$ cat src/rtl/apb_arbiter_2to1.sv
// Two-requester APB arbiter. Two upstream APB completer ports share one
// downstream APB requester port. Requests are granted round-robin and carried
// out one at a time. A per-transfer timeout aborts a downstream completer that
// never asserts pready.
module apb_arbiter_2to1 #(
  parameter int DATA_WIDTH = 32,
  parameter int ADDR_WIDTH = 7,
  parameter int TIMEOUT    = 16
) (
  input  logic                    clk,
  input  logic                    rst,
  input  logic                    s0_apb_psel,
  input  logic                    s0_apb_penable,
  input  logic                    s0_apb_pwrite,
  input  logic [2:0]              s0_apb_pprot,
  input  logic [ADDR_WIDTH-1:0]   s0_apb_paddr,
  input  logic [DATA_WIDTH-1:0]   s0_apb_pwdata,
  input  logic [DATA_WIDTH/8-1:0] s0_apb_pstrb,
  output logic                    s0_apb_pready,
  output logic [DATA_WIDTH-1:0]   s0_apb_prdata,
  output logic                    s0_apb_pslverr,
  input  logic                    s1_apb_psel,
  input  logic                    s1_apb_penable,
  input  logic                    s1_apb_pwrite,
  input  logic [2:0]              s1_apb_pprot,
  input  logic [ADDR_WIDTH-1:0]   s1_apb_paddr,
  input  logic [DATA_WIDTH-1:0]   s1_apb_pwdata,
  input  logic [DATA_WIDTH/8-1:0] s1_apb_pstrb,
  output logic                    s1_apb_pready,
  output logic [DATA_WIDTH-1:0]   s1_apb_prdata,
  output logic                    s1_apb_pslverr,
  output logic                    m_apb_psel,
  output logic                    m_apb_penable,
  output logic                    m_apb_pwrite,
  output logic [2:0]              m_apb_pprot,
  output logic [ADDR_WIDTH-1:0]   m_apb_paddr,
  output logic [DATA_WIDTH-1:0]   m_apb_pwdata,
  output logic [DATA_WIDTH/8-1:0] m_apb_pstrb,
  input  logic                    m_apb_pready,
  input  logic [DATA_WIDTH-1:0]   m_apb_prdata,
  input  logic                    m_apb_pslverr
);

  localparam int STRB_W = DATA_WIDTH / 8;
  // The counter only has to reach TIMEOUT-1.
  localparam int CNT_W  = (TIMEOUT < 2) ? 1 : $clog2(TIMEOUT);

  typedef enum logic [1:0] {IDLE, SETUP, ACCESS, DONE} state_t;

  state_t                state_q, state_d;
  logic                  rr_ptr_q, rr_ptr_d;   // 1: requester 1 wins a tie
  logic                  gnt_q, gnt_d;         // requester being serviced
  logic [CNT_W-1:0]      tmo_cnt_q, tmo_cnt_d;
  logic                  m_psel_q, m_psel_d;
  logic                  m_penable_q, m_penable_d;
  logic                  m_pwrite_q, m_pwrite_d;
  logic [2:0]            m_pprot_q, m_pprot_d;
  logic [ADDR_WIDTH-1:0] m_paddr_q, m_paddr_d;
  logic [DATA_WIDTH-1:0] m_pwdata_q, m_pwdata_d;
  logic [STRB_W-1:0]     m_pstrb_q, m_pstrb_d;
  logic                  s0_pready_q, s0_pready_d;
  logic                  s1_pready_q, s1_pready_d;
  logic [DATA_WIDTH-1:0] s0_prdata_q, s0_prdata_d;
  logic [DATA_WIDTH-1:0] s1_prdata_q, s1_prdata_d;
  logic                  s0_pslverr_q, s0_pslverr_d;
  logic                  s1_pslverr_q, s1_pslverr_d;

  logic                  pick1;
  logic                  tmo_hit;

  // Upstream penable is deliberately not checked; a protocol-violating
  // requester is simply not detected.
  logic unused_penable;
  assign unused_penable = s0_apb_penable ^ s1_apb_penable;

  // Requester 1 wins when it is alone or when the pointer favours it.
  assign pick1   = s1_apb_psel & (~s0_apb_psel | rr_ptr_q);
  assign tmo_hit = (TIMEOUT != 0) && (tmo_cnt_q == CNT_W'(TIMEOUT - 1));

  // Next-state and registered-output computation for the sequencing FSM.
  always_comb begin
    state_d      = state_q;
    rr_ptr_d     = rr_ptr_q;
    gnt_d        = gnt_q;
    tmo_cnt_d    = tmo_cnt_q;
    m_psel_d     = m_psel_q;
    m_penable_d  = m_penable_q;
    m_pwrite_d   = m_pwrite_q;
    m_pprot_d    = m_pprot_q;
    m_paddr_d    = m_paddr_q;
    m_pwdata_d   = m_pwdata_q;
    m_pstrb_d    = m_pstrb_q;
    s0_pready_d  = 1'b0;
    s1_pready_d  = 1'b0;
    s0_prdata_d  = s0_prdata_q;
    s1_prdata_d  = s1_prdata_q;
    s0_pslverr_d = s0_pslverr_q;
    s1_pslverr_d = s1_pslverr_q;

    case (state_q)
      IDLE: begin
        if (s0_apb_psel || s1_apb_psel) begin
          gnt_d       = pick1;
          m_pwrite_d  = pick1 ? s1_apb_pwrite : s0_apb_pwrite;
          m_pprot_d   = pick1 ? s1_apb_pprot  : s0_apb_pprot;
          m_paddr_d   = pick1 ? s1_apb_paddr  : s0_apb_paddr;
          m_pwdata_d  = pick1 ? s1_apb_pwdata : s0_apb_pwdata;
          m_pstrb_d   = pick1 ? s1_apb_pstrb  : s0_apb_pstrb;
          m_psel_d    = 1'b1;
          m_penable_d = 1'b0;
          state_d     = SETUP;
        end
      end
      SETUP: begin
        m_penable_d = 1'b1;
        tmo_cnt_d   = '0;
        state_d     = ACCESS;
      end
      ACCESS: begin
        tmo_cnt_d = tmo_cnt_q + CNT_W'(1);
        if (m_apb_pready) begin
          m_psel_d    = 1'b0;
          m_penable_d = 1'b0;
          state_d     = DONE;
          if (gnt_q) begin
            s1_pready_d  = 1'b1;
            s1_pslverr_d = m_apb_pslverr;
            if (!m_pwrite_q) s1_prdata_d = m_apb_prdata;
          end else begin
            s0_pready_d  = 1'b1;
            s0_pslverr_d = m_apb_pslverr;
            if (!m_pwrite_q) s0_prdata_d = m_apb_prdata;
          end
        end else if (tmo_hit) begin
          // Stalled completer: abandon the transfer and report an error.
          m_psel_d    = 1'b0;
          m_penable_d = 1'b0;
          state_d     = DONE;
          if (gnt_q) begin
            s1_pready_d  = 1'b1;
            s1_pslverr_d = 1'b1;
            s1_prdata_d  = '0;
          end else begin
            s0_pready_d  = 1'b1;
            s0_pslverr_d = 1'b1;
            s0_prdata_d  = '0;
          end
        end
      end
      DONE: begin
        rr_ptr_d  = ~gnt_q;
        tmo_cnt_d = '0;
        state_d   = IDLE;
      end
      default: state_d = IDLE;
    endcase
  end

  // State and output registers; reset abandons any transfer immediately.
  always_ff @(posedge clk or negedge rst) begin
    if (!rst) begin
      state_q      <= IDLE;
      rr_ptr_q     <= 1'b0;
      gnt_q        <= 1'b0;
      tmo_cnt_q    <= '0;
      m_psel_q     <= 1'b0;
      m_penable_q  <= 1'b0;
      m_pwrite_q   <= 1'b0;
      m_pprot_q    <= '0;
      m_paddr_q    <= '0;
      m_pwdata_q   <= '0;
      m_pstrb_q    <= '0;
      s0_pready_q  <= 1'b0;
      s1_pready_q  <= 1'b0;
      s0_prdata_q  <= '0;
      s1_prdata_q  <= '0;
      s0_pslverr_q <= 1'b0;
      s1_pslverr_q <= 1'b0;
    end else begin
      state_q      <= state_d;
      rr_ptr_q     <= rr_ptr_d;
      gnt_q        <= gnt_d;
      tmo_cnt_q    <= tmo_cnt_d;
      m_psel_q     <= m_psel_d;
      m_penable_q  <= m_penable_d;
      m_pwrite_q   <= m_pwrite_d;
      m_pprot_q    <= m_pprot_d;
      m_paddr_q    <= m_paddr_d;
      m_pwdata_q   <= m_pwdata_d;
      m_pstrb_q    <= m_pstrb_d;
      s0_pready_q  <= s0_pready_d;
      s1_pready_q  <= s1_pready_d;
      s0_prdata_q  <= s0_prdata_d;
      s1_prdata_q  <= s1_prdata_d;
      s0_pslverr_q <= s0_pslverr_d;
      s1_pslverr_q <= s1_pslverr_d;
    end
  end

  assign m_apb_psel     = m_psel_q;
  assign m_apb_penable  = m_penable_q;
  assign m_apb_pwrite   = m_pwrite_q;
  assign m_apb_pprot    = m_pprot_q;
  assign m_apb_paddr    = m_paddr_q;
  assign m_apb_pwdata   = m_pwdata_q;
  assign m_apb_pstrb    = m_pstrb_q;
  assign s0_apb_pready  = s0_pready_q;
  assign s1_apb_pready  = s1_pready_q;
  assign s0_apb_prdata  = s0_prdata_q;
  assign s1_apb_prdata  = s1_prdata_q;
  assign s0_apb_pslverr = s0_pslverr_q;
  assign s1_apb_pslverr = s1_pslverr_q;

endmodule

$ cat config.mk
export PLATFORM = sky130hd
export DESIGN_NAME = apb_arbiter_2to1
export DESIGN_NICKNAME = d
export VERILOG_FILES = /design/src/rtl/apb_arbiter_2to1.sv
export SDC_FILE = /design/constraint.sdc
export NUM_CORES = 1
export LEC_CHECK = 0
export BUFFER_PORTS_ARGS = -buffer_cell sky130_fd_sc_hd__clkbuf_2
export CAP_MARGIN = 20
export CELL_PAD_IN_SITES_DETAIL_PLACEMENT = 1
export CELL_PAD_IN_SITES_GLOBAL_PLACEMENT = 1
export CORE_UTILIZATION = 38
export CTS_BUF_LIST = sky130_fd_sc_hd__clkbuf_16
export DETAILED_ROUTE_END_ITERATION = 10
export PLACE_DENSITY = 0.93
export SETUP_SLACK_MARGIN = 0.1
export SYNTH_ARGS = -nofsm -noshare
export SYNTH_HDL_FRONTEND = slang
export SYNTH_SLANG_ARGS = --single-unit
$ cat constraint.sdc
create_clock -name clk -period 2.6 [get_ports clk]
set_clock_uncertainty 0.05 [all_clocks]
set_input_delay 0.13 -clock clk [delete_from_list [all_inputs] [get_ports clk]]
set_output_delay 0.13 -clock clk [all_outputs]
set_load 0.005 [all_outputs]
# After elaboration in Yosys (flattened, before gate mapping)
# Index checks and enable logic that the tools add are counted.
[word_totals]
regBits = 125
input_bits = 134
output_inout_bits = 117
wordCells = 85
[op_classes]
addsub = 1
eq_ne = 7
n_mux = 41
n_bitwise = 4
n_reduce_logical = 15
[ops]
columns = ["op", "n"]
rows = [
  ["2-to-1 mux 32 bit", 10],
  ["2-to-1 mux 1 bit", 21],
  ["AND reduction 3 bit", 4],
  ["one-hot mux 2 bit (4 select lines)", 1],
  ["one-hot mux 4 bit (2 select lines)", 1],
  ["AND reduction 4 bit", 2],
  ["2-to-1 mux 7 bit", 1],
  ["2-to-1 mux 2 bit", 3],
  ["nonzero test 2 bit", 3],
  ["adder 4 x 1 -> 4 bit, second input constant", 1],
  ["equality test 2 bit, second input constant", 2],
  ["equality test 4 bit, second input constant", 1],
  ["2-to-1 mux 4 bit", 1],
  ["!= test 2 bit, second input constant", 2],
  ["AND reduction 2 bit", 2],
  ["2-to-1 mux 3 bit", 1],
  ["!= test 3 bit, second input constant", 1],
  ["one-hot mux 1 bit (3 select lines)", 1],
  ["nonzero test 3 bit", 1],
  ["equality test 2 x 1 -> 1 bit, second input constant", 1],
  ["zero test 2 bit", 1],
  ["NOT 1 bit", 2],
  ["one-hot mux 1 bit (2 select lines)", 1],
  ["OR reduction 2 bit", 1],
  ["other kinds (3)", 3],
]

# Depth between registers and ports, before layout
# Gate-level depths: netlist of the first run.
[depth]
word_depth = 4
depth_mapped = 8
mapped_depth_nobuf = 5

# Worst setup path before layout of the first run
# OpenSTA, ideal clock, no wires.
[synth_path]
kind = "register to register"
startpoint = "register state_q[0]"
endpoint = "register m_penable_q (netlist: m_apb_penable)"
setup_ns = 0.125
t_arrival_ns = 1.507
required_time_ns = 2.425
setup_slack_ns = 0.918
path_stages_with_launch = 7
n_path_buf = 1
synth_period_minus_slack_ns = 1.682
path_cell_list = "dfrtp_1 inv_1 ha_1 buf_2 nor3b_2 a211oi_1 mux2_2"
[synth_between]
elab_chain_cells = 3
word_cells_on_any_way = 8
cone_classes = "eq/ne (4); mux (1); reduce/logical (3)"
[synth_rtl]
columns = ["element", "line", "source"]
rows = [
  ["start, declared", "50", "state_t state_q, state_d;"],
  ["start signal, assigned", "180", "state_q <= state_d;"],
  ["equality test 2 bit, or another cell as far along", "100", "case (state_q)"],
  ["!= test 3 bit (no source line), or another cell as far along", "n/a", ""],
  ["AND reduction 3 bit (no source line)", "n/a", ""],
  ["end signal, assigned", "185", "m_penable_q <= m_penable_d;"],
  ["end, declared", "55", "logic m_penable_q, m_penable_d;"],
]
# Parallel ways exist; a longest one is shown, timed or not.
# A chain may end at the register's enable or synchronous reset.

# Final worst setup path of the first run
[layout_path]
startpoint = "register rr_ptr_q"
endpoint = "register m_paddr_q[5] (netlist: m_apb_paddr[5])"
[layout_between]
elab_chain_cells = 3
[layout_rtl]
columns = ["element", "line", "source"]
rows = [
  ["start, declared", "51", "logic rr_ptr_q, rr_ptr_d;"],
  ["start signal, assigned", "181", "rr_ptr_q <= rr_ptr_d;"],
  ["bitwise OR 1 bit", "77", "assign pick1 = s1_apb_psel & (~s0_apb_psel | rr_ptr_q);"],
  ["bitwise AND 1 bit", "77", ""],
  ["2-to-1 mux 7 bit", "106", "m_paddr_d = pick1 ? s1_apb_paddr : s0_apb_paddr;"],
  ["end signal, assigned", "188", "m_paddr_q <= m_paddr_d;"],
  ["end, declared", "58", "logic [ADDR_WIDTH-1:0] m_paddr_q, m_paddr_d;"],
]
# Every way passes these cells.

==> impl_results.html, run 1 <==
<table>
<tr><th>Metric</th><th>Value</th></tr>
<tr><th colspan="2">Logic synthesis</th></tr>
<tr><td>Synth async-reset ratio</td><td>100%</td></tr>
<tr><td>Count of distinct cell types in the synthesized netlist</td><td>32</td></tr>
<tr><td>Most frequently used cell type in the post-synthesis netlist</td><td>dfrtp_1</td></tr>
<tr><td>Commonest cells post-synth</td><td>dfrtp_1, a22o_1, o21ai_0, nor2_1, a31oi_1</td></tr>
<tr><td>Proportion of netlist area held by the largest area contributor</td><td>57.3%</td></tr>
<tr><td>Number of standard cells after synthesis</td><td>495</td></tr>
<tr><td>EDFF count, synth</td><td>0</td></tr>
<tr><td>Syn Nets</td><td>635</td></tr>
<tr><td>Warnings, synthesis</td><td>0</td></tr>
<tr><td>Cell area after synthesis</td><td>5460 sq um</td></tr>
<tr><td>Cell type with the highest aggregate area in the netlist</td><td>dfrtp_1</td></tr>
<tr><td>Sequential cell area fraction in the yosys report</td><td>57.3%</td></tr>
<tr><td>Post-synthesis average cell area</td><td>11.0 sq um</td></tr>
<tr><td>Primary flip-flop cell chosen by synthesis mapping</td><td>dfrtp_1</td></tr>
<tr><td>Dominant cells by area after synthesis</td><td>dfrtp_1, a22o_1, nand3b_1</td></tr>
<tr><td>Register bit total from synthesis</td><td>125</td></tr>
<tr><th colspan="2">CTS</th></tr>
<tr><td>Cts bufs inserted</td><td>17</td></tr>
<tr><td>Clock H-tree levels</td><td>4</td></tr>
<tr><td>Skew-Pair Late Insertion Delay</td><td>420 ps</td></tr>
<tr><td>Worst-case clock buffer depth</td><td>2</td></tr>
<tr><td>Setup Buffers After CTS</td><td>0</td></tr>
<tr><td>Clock slew seen by the registers of the worst setup and hold paths</td><td>60 ps</td></tr>
<tr><td>Clock Sinks</td><td>125</td></tr>
<tr><td>Clock root cell</td><td>clkbuf_16</td></tr>
<tr><td>Clock tree from TritonCTS</td><td>yes</td></tr>
<tr><th colspan="2">Pwr</th></tr>
<tr><td>VDD IR-drop max</td><td>0.000477 V</td></tr>
<tr><td>Total chip power</td><td>0.00982 W</td></tr>
<tr><td>Power Density</td><td>1120 nW/um^2</td></tr>
<tr><td>Cell leakage power</td><td>4.23 nW</td></tr>
<tr><th colspan="2">Timing</th></tr>
<tr><td>Total Neg Setup Slack</td><td>0 ps</td></tr>
<tr><td>FMAX</td><td>419 MHz</td></tr>
<tr><td>Unrepaired setup endpoints after global routing</td><td>false</td></tr>
<tr><td>Fraction of the cycle the final worst path needs</td><td>91.9%</td></tr>
<tr><td>Least-Margin Pin Slew</td><td>612 ps</td></tr>
<tr><td>Max-slew violations</td><td>0</td></tr>
<tr><td>Relative max-transition margin</td><td>59.2%</td></tr>
<tr><td>Final setup fails</td><td>0</td></tr>
<tr><td>Final hold viol count</td><td>0</td></tr>
<tr><td>Minimum clock period after layout</td><td>2390 ps</td></tr>
<tr><th colspan="2">Outcome</th></tr>
<tr><td>Run status</td><td>complete, no violations</td></tr>
<tr><th colspan="2">Routing</th></tr>
<tr><td>Avg WL per Cell</td><td>22.9 microns</td></tr>
<tr><td>Detail Route Antenna Nets</td><td>0</td></tr>
<tr><td>Iteration-0 DRC count of the detailed router</td><td>405</td></tr>
<tr><td>Total routed wirelength</td><td>24000 microns</td></tr>
<tr><td>Total via count in the routed design</td><td>5904</td></tr>
<tr><td>DRC violation count after routing</td><td>0</td></tr>
<tr><td>Drt pass-1 iters</td><td>8</td></tr>
<tr><td>DR vias/cell</td><td>5.62</td></tr>
<tr><th colspan="2">Critical path</th></tr>
<tr><td>Crit Path Class</td><td>reg -&gt; reg</td></tr>
<tr><td>Cell with the largest stage delay on the worst path</td><td>and2b_4</td></tr>
<tr><td>Worst setup path startpoint</td><td>rr_ptr_q$_DFFE_PN0P_</td></tr>
<tr><td>Worst endpoint data arrival time</td><td>2690 ps</td></tr>
<tr><td>Largest stage delay on the critical path</td><td>640 ps</td></tr>
<tr><td>Maximum fanout along the worst path</td><td>64</td></tr>
<tr><td>Kind of capture point of the worst setup path</td><td>flop</td></tr>
<tr><td>Origin of the critical flop-to-flop path</td><td>rr_ptr_q$_DFFE_PN0P_</td></tr>
<tr><td>Critical path startpoint category</td><td>flop</td></tr>
<tr><td>Required time reported for the critical path endpoint</td><td>2900 ps</td></tr>
<tr><td>Cells traversed along the worst timing path</td><td>and2b_4, buf_4, o21ai_0, a31oi_1, dlygate4sd3_1</td></tr>
<tr><th colspan="2">Die</th></tr>
<tr><td>Count of pins on the block boundary</td><td>251</td></tr>
<tr><td>Std-Cell Core Area</td><td>13900 sq um</td></tr>
<tr><td>Starting Density</td><td>39.2%</td></tr>
<tr><td>Full die area</td><td>14800 sq um</td></tr>
<tr><td>Die height</td><td>122 microns</td></tr>
<tr><td>Number of rows in the core area</td><td>43</td></tr>
<tr><td>Overall die width</td><td>122 microns</td></tr>
<tr><th colspan="2">Global route</th></tr>
<tr><td>GRT Util Overall</td><td>32.7%</td></tr>
<tr><td>Largest net degree at the start of global routing</td><td>72</td></tr>
<tr><td>Overall overflow remaining after global route</td><td>0</td></tr>
<tr><td>Initial antenna violation count</td><td>3</td></tr>
<tr><td>First-pass GRT wire length</td><td>36500 microns</td></tr>
<tr><td>Via count of the first global-routing pass</td><td>6485</td></tr>
<tr><th colspan="2">Finish</th></tr>
<tr><td>Relative area change from synthesis to final layout</td><td>60.4%</td></tr>
<tr><td>NumNets Final</td><td>992</td></tr>
<tr><td>Design area</td><td>8750 sq um</td></tr>
<tr><td>Layout cell share with drive strength beyond 1</td><td>34.9%</td></tr>
<tr><th colspan="2">Worst hold path</th></tr>
<tr><td>Worst hold path startpoint</td><td>m_apb_pready</td></tr>
<tr><td>Min-Delay Path Class</td><td>in -&gt; reg</td></tr>
<tr><th colspan="2">Placement</th></tr>
<tr><td>Buffers on Ports</td><td>248</td></tr>
<tr><td>Area after detailed placement</td><td>6800 sq um</td></tr>
<tr><td>DP HPWL</td><td>12400 microns</td></tr>
<tr><td>Last weighted congestion value of the routability-driven placer</td><td>0.779</td></tr>
<tr><th colspan="2">Job</th></tr>
<tr><td>Maximum Capacitance Violations</td><td>0</td></tr>
</table>
[registers in the layout, summed over array words and instances, names as in the netlist, 2 cells and up]
| name | count |
|---|---|
| m_apb_paddr | 7 |
| m_apb_pstrb | 4 |
| state_q | 2 |
| m_apb_pwdata | 32 |
| m_apb_pprot | 3 |
| tmo_cnt_q | 4 |
| s1_apb_prdata | 32 |
| s0_apb_prdata | 32 |
[path summary, 6_finish.rpt]
check                                                end  slack [ps]  cells past startpoint
setup / recovery              m_apb_paddr[5]$_DFFE_PN0P_         210                      5
setup reg to reg              m_apb_paddr[5]$_DFFE_PN0P_         210                      5
min in group asynchronous  s0_apb_prdata[31]$_DFFE_PN0P_         170                      2
hold / removal             s0_apb_prdata[31]$_DFFE_PN0P_         100                      2
hold reg to reg            s0_apb_prdata[18]$_DFFE_PN0P_         450                      1
max in group asynchronous     m_apb_pprot[2]$_DFFE_PN0P_        1630                      3
[area by class of cell]
cell class,instances,area [sq um]
diodes,5,12.5
clock buffers,17,425
clock inverters,15,258
fillers,1511,5180
inverters,8,30.0
multi-input cells,315,2070
flip-flops and latches,125,3130
well taps,180,225
repair buffers,385,2610
[per-layer routing]
metal | up-vias | share of wire, % | track usage (%)
met2 | 331 | 50 | 56.1
met4 | 0 | 3.2 | 15.2
li1 | 2553 | - | -
met1 | 2961 | 38 | 37.1
met5 | - | 0 | 0
met3 | 59 | 8.4 | 9.97
[stage by stage]
| step | hold WS (ps) | utilization (%) | cells | worst slack [ps] |
|---|---|---|---|---|
| after floorplan | -216 | - | 495 | 918 |
| after global placement | 12.7 | 48.8 | 888 | 714 |
| after detailed placement | 23.6 | 48.8 | 888 | 480 |
| after CTS | 79.7 | 62.7 | 1045 | 291 |
| after global routing | 126 | 62.8 | 1048 | 103 |
| final | 104 | 62.8 | 1050 | 211 |
[timing repair]
action                                 CTS  global route
endpoints found under the hold margin  147             0
hold buffers                           125             0
resized for setup                        0             1
setup endpoints to repair                0             1
[kinds of logic after synthesis]
family,Yosys count,synth area share [%]
AOI/OAI and AO/OA,181,22.7
DFF,125,57.3
buffers and inverters,55,5.18
muxes,3,0.619
and+or+nand+nor,125,12.8
adders and majority gates,6,1.38
[critical path: cells and delay by family, from the launching register on]
kind / cells / cell delay [ps]
buffers and inverters: 2 / 920
and+or+nand+nor: 1 / 640
DFF: 1 / 380
AOI/OAI and AO/OA: 2 / 310
[where the power goes]
group | internal, W | switching [W]
Sequential | 0.00280 | 0.000699
Combinational | 0.00167 | 0.00187
Clock | 0.00182 | 0.000956
[cells in the final DEF, fill, tap and decap left out, drive strengths merged, types with 11 or more instances in the layout]
cell / Yosys / routed
a31oi: 48 / 48
dlygate4sd3: 0 / 125
dfrtp: 125 / 125
nor2: 51 / 51
o21ai: 58 / 58
clkbuf: 17 / 264
a22o: 65 / 65
nand3b: 47 / 47
inv: 8 / 13
nand2: 11 / 11
buf: 30 / 13
No activity file was read; power rests on OpenSTA's default activity.
==> run 2: changes to the inputs <==
PLACE_DENSITY = unset   (was 0.93)
PLACE_DENSITY_LB_ADDON = 0.1   (was unset)
==> run 2 against run 1 <==
Worst hold slack worse by 13 ps. Clock-buffer cell count unchanged. Total power down 8.1%. Highest routed layer unchanged. First-iteration DRC count down 32%. Non-clock buffer count down 3. Via count down 4.8%. Core utilization down 1.3 points. Largest cell class unchanged.
==> impl_results.html, run 2 (synthesis results as in run 1) <==
<table>
<tr><th>Metric</th><th>Value</th></tr>
<tr><th colspan="2">Outcome</th></tr>
<tr><td>Run status</td><td>complete, no violations</td></tr>
<tr><th colspan="2">Finish</th></tr>
<tr><td>Most common cell after layout, fill and taps aside</td><td>clkbuf_2</td></tr>
<tr><td>Commonest non-fill, non-tap cells in the layout</td><td>clkbuf_2, dfrtp_1, dlygate4sd3_1</td></tr>
<tr><td>Filler instances</td><td>1541</td></tr>
<tr><td>Post-layout util</td><td>61.5%</td></tr>
<tr><td>Relative area change from synthesis to final layout</td><td>57.1%</td></tr>
<tr><td>Multi-input logic area</td><td>2070 sq um</td></tr>
<tr><td>NumNets Final</td><td>989</td></tr>
<tr><td>FF/Latch Area</td><td>3130 sq um</td></tr>
<tr><td>Layout cell share with drive strength beyond 1</td><td>34.3%</td></tr>
<tr><th colspan="2">Die</th></tr>
<tr><td>Die height</td><td>122 microns</td></tr>
<tr><td>Overall die width</td><td>122 microns</td></tr>
<tr><td>Std-Cell Core Area</td><td>13900 sq um</td></tr>
<tr><td>Full die area</td><td>14800 sq um</td></tr>
<tr><td>Starting Density</td><td>39.2%</td></tr>
<tr><td>Count of pins on the block boundary</td><td>251</td></tr>
<tr><td>Number of rows in the core area</td><td>43</td></tr>
<tr><th colspan="2">Timing</th></tr>
<tr><td>Least-Margin Pin Slew</td><td>875 ps</td></tr>
<tr><td>Minimum clock period after layout</td><td>2350 ps</td></tr>
<tr><td>Relative max-transition margin</td><td>41.7%</td></tr>
<tr><td>Unrepaired setup endpoints after global routing</td><td>false</td></tr>
<tr><td>Final hold viol count</td><td>0</td></tr>
<tr><td>Fraction of the cycle the final worst path needs</td><td>90.4%</td></tr>
<tr><td>Max-slew violations</td><td>0</td></tr>
<tr><td>FMAX</td><td>425 MHz</td></tr>
<tr><td>Final setup fails</td><td>0</td></tr>
<tr><td>Total Neg Setup Slack</td><td>0 ps</td></tr>
<tr><th colspan="2">Critical path</th></tr>
<tr><td>Kind of capture point of the worst setup path</td><td>flop</td></tr>
<tr><td>Cell with the largest stage delay on the worst path</td><td>and2b_4</td></tr>
<tr><td>WP depth</td><td>4</td></tr>
<tr><td>Worst path bufs/invs</td><td>1</td></tr>
<tr><td>Worst Reg2Reg Path Length in Cells</td><td>4</td></tr>
<tr><td>Crit Path Class</td><td>reg -&gt; reg</td></tr>
<tr><td>Cells traversed along the worst timing path</td><td>and2b_4, o21ai_0, a31oi_1, dlygate4sd3_1</td></tr>
<tr><td>Largest delay contributor family on the critical path</td><td>simple AND/OR/NAND/NOR gates</td></tr>
<tr><td>Worst-case register-to-register setup slack</td><td>250 ps</td></tr>
<tr><td>Maximum fanout along the worst path</td><td>95</td></tr>
<tr><td>Reg2reg end</td><td>m_apb_paddr[3]$_DFFE_PN0P_</td></tr>
<tr><td>Origin of the critical flop-to-flop path</td><td>rr_ptr_q$_DFFE_PN0P_</td></tr>
<tr><td>Largest stage delay on the critical path</td><td>810 ps</td></tr>
<tr><td>Critical path startpoint category</td><td>flop</td></tr>
<tr><td>Required time reported for the critical path endpoint</td><td>2900 ps</td></tr>
<tr><td>Worst endpoint data arrival time</td><td>2650 ps</td></tr>
<tr><th colspan="2">Pwr</th></tr>
<tr><td>Clock share of power</td><td>23.9%</td></tr>
<tr><td>Int Power</td><td>0.00585 W</td></tr>
<tr><td>Switch share</td><td>35.2%</td></tr>
<tr><td>Cell leakage power</td><td>4.15 nW</td></tr>
<tr><td>Power Density</td><td>1050 nW/um^2</td></tr>
<tr><td>Total chip power</td><td>0.00902 W</td></tr>
<tr><td>Proportion of power drawn by combinational gates</td><td>38.6%</td></tr>
<tr><td>Portion of total power attributed to sequential cells</td><td>37.5%</td></tr>
<tr><td>VDD IR-drop max</td><td>0.000526 V</td></tr>
<tr><td>Reported net switching power</td><td>0.00317 W</td></tr>
<tr><th colspan="2">CTS</th></tr>
<tr><td>Clock H-tree levels</td><td>4</td></tr>
<tr><td>Cts bufs inserted</td><td>17</td></tr>
<tr><td>PostCTS Resize Cnt</td><td>0</td></tr>
<tr><td>Clock tree from TritonCTS</td><td>yes</td></tr>
<tr><td>Worst-case clock buffer depth</td><td>2</td></tr>
<tr><td>Clock Sinks</td><td>125</td></tr>
<tr><td>Skew-Pair Late Insertion Delay</td><td>410 ps</td></tr>
<tr><td>Clock slew seen by the registers of the worst setup and hold paths</td><td>50 ps</td></tr>
<tr><td>Clock root cell</td><td>clkbuf_16</td></tr>
<tr><th colspan="2">Routing</th></tr>
<tr><td>Detail Route Antenna Nets</td><td>0</td></tr>
<tr><td>Total routed wirelength</td><td>20500 microns</td></tr>
<tr><td>DR vias/cell</td><td>5.39</td></tr>
<tr><td>Total via count in the routed design</td><td>5618</td></tr>
<tr><td>DRC violation count after routing</td><td>0</td></tr>
<tr><td>Avg WL per Cell</td><td>19.7 microns</td></tr>
<tr><td>Drt pass-1 iters</td><td>4</td></tr>
<tr><td>Iteration-0 DRC count of the detailed router</td><td>275</td></tr>
<tr><th colspan="2">Worst hold path</th></tr>
<tr><td>Worst hold path startpoint</td><td>m_apb_pready</td></tr>
<tr><td>Number of cells on the worst hold path</td><td>2</td></tr>
<tr><td>Destination of the worst hold path</td><td>s1_apb_prdata[27]$_DFFE_PN0P_</td></tr>
<tr><td>Min-Delay Path Class</td><td>in -&gt; reg</td></tr>
<tr><th colspan="2">Placement</th></tr>
<tr><td>Buffers on Ports</td><td>248</td></tr>
<tr><td>DP HPWL</td><td>12000 microns</td></tr>
<tr><td>Last weighted congestion value of the routability-driven placer</td><td>0.739</td></tr>
<tr><th colspan="2">Global route</th></tr>
<tr><td>Via count of the first global-routing pass</td><td>6121</td></tr>
<tr><td>Overall overflow remaining after global route</td><td>0</td></tr>
<tr><td>Initial antenna violation count</td><td>0</td></tr>
<tr><td>Largest net degree at the start of global routing</td><td>96</td></tr>
<tr><td>GRT Util Overall</td><td>28.5%</td></tr>
<tr><td>First-pass GRT wire length</td><td>32300 microns</td></tr>
<tr><th colspan="2">Job</th></tr>
<tr><td>Maximum Capacitance Violations</td><td>0</td></tr>
</table>
run 2: cell count changes in the layout (fill, tap and decap cells not counted):
cell and change:
buf_4 -3, bufinv_16 -5, clkinv_1 +1, clkinv_2 +5
clkinvlp_4 +1, diode_2 -4, inv_1 +2, inv_6 -5
run 2: per-stage QoR:
step                hold slack, ps  instance area, sq um  worst slack (ps)  instances
floorplan                     -216                  5460               918        495
global placement               141                  6790               675        885
detailed placement             156                  6790               588        885
CTS                           74.4                  8570               313       1041
global route                  88.9                  8570               105       1041
finish                        90.8                  8570               250       1042
run 2: routing by layer:
layer	global-route usage, %	part of all wire [%]	wire length, microns	vias to the layer above
met1	32.8	39	7990	2814
met2	48.7	51	10500	224
met3	8.38	6.5	1340	51
li1	-	-	-	2529
met4	12.9	3.2	647	0
met5	0	0	0	-
run 2: layout make-up:
type                            count  area share, %
Clock inverter                     14           1.26
Timing Repair Buffer              382           30.2
Inverter                            8          0.350
Tap cell                          180           2.63
Antenna cell                        1         0.0292
Clock buffer                       17           4.96
Multi-Input combinational cell    315           24.1
Sequential cell                   125           36.5
run 2: what timing repair did:
action | in CTS | in global routing
hold endpoints to repair | 156 | 0
buffers inserted | 0 | 0
hold buffers | 125 | 0
run 2: power groups by stage:
| stage | sequential, W | combinational (W) | clock, W |
|---|---|---|---|
| after floorplan | 0.00335 | 0.00163 | 0 |
| after global placement | 0.00333 | 0.00294 | 0 |
| after detailed placement | 0.00340 | 0.00305 | 0 |
| after CTS | 0.00338 | 0.00342 | 0.00219 |
| after global routing | 0.00349 | 0.00384 | 0.00228 |
| final | 0.00339 | 0.00348 | 0.00216 |
run 2: worst reg2reg max path: stages (launching register included):
cell           delay [ps]
dfrtp_1               370
and2b_4               810
o21ai_0               250
a31oi_1               230
dlygate4sd3_1         570
run 2: how the worst max path moves through the flow:
stage	startpoint	end	slack [ps]
after floorplan	state_q[0]$_DFFE_PN0P_	m_apb_penable$_DFFE_PN0P_	920
after global placement	state_q[0]$_DFFE_PN0P_	m_apb_pwdata[2]$_DFFE_PN0P_	680
after detailed placement	state_q[0]$_DFFE_PN0P_	m_apb_pwdata[2]$_DFFE_PN0P_	590
after CTS	rr_ptr_q$_DFFE_PN0P_	m_apb_pwdata[1]$_DFFE_PN0P_	310
after global routing	rr_ptr_q$_DFFE_PN0P_	m_apb_paddr[3]$_DFFE_PN0P_	110
final	rr_ptr_q$_DFFE_PN0P_	m_apb_paddr[3]$_DFFE_PN0P_	250
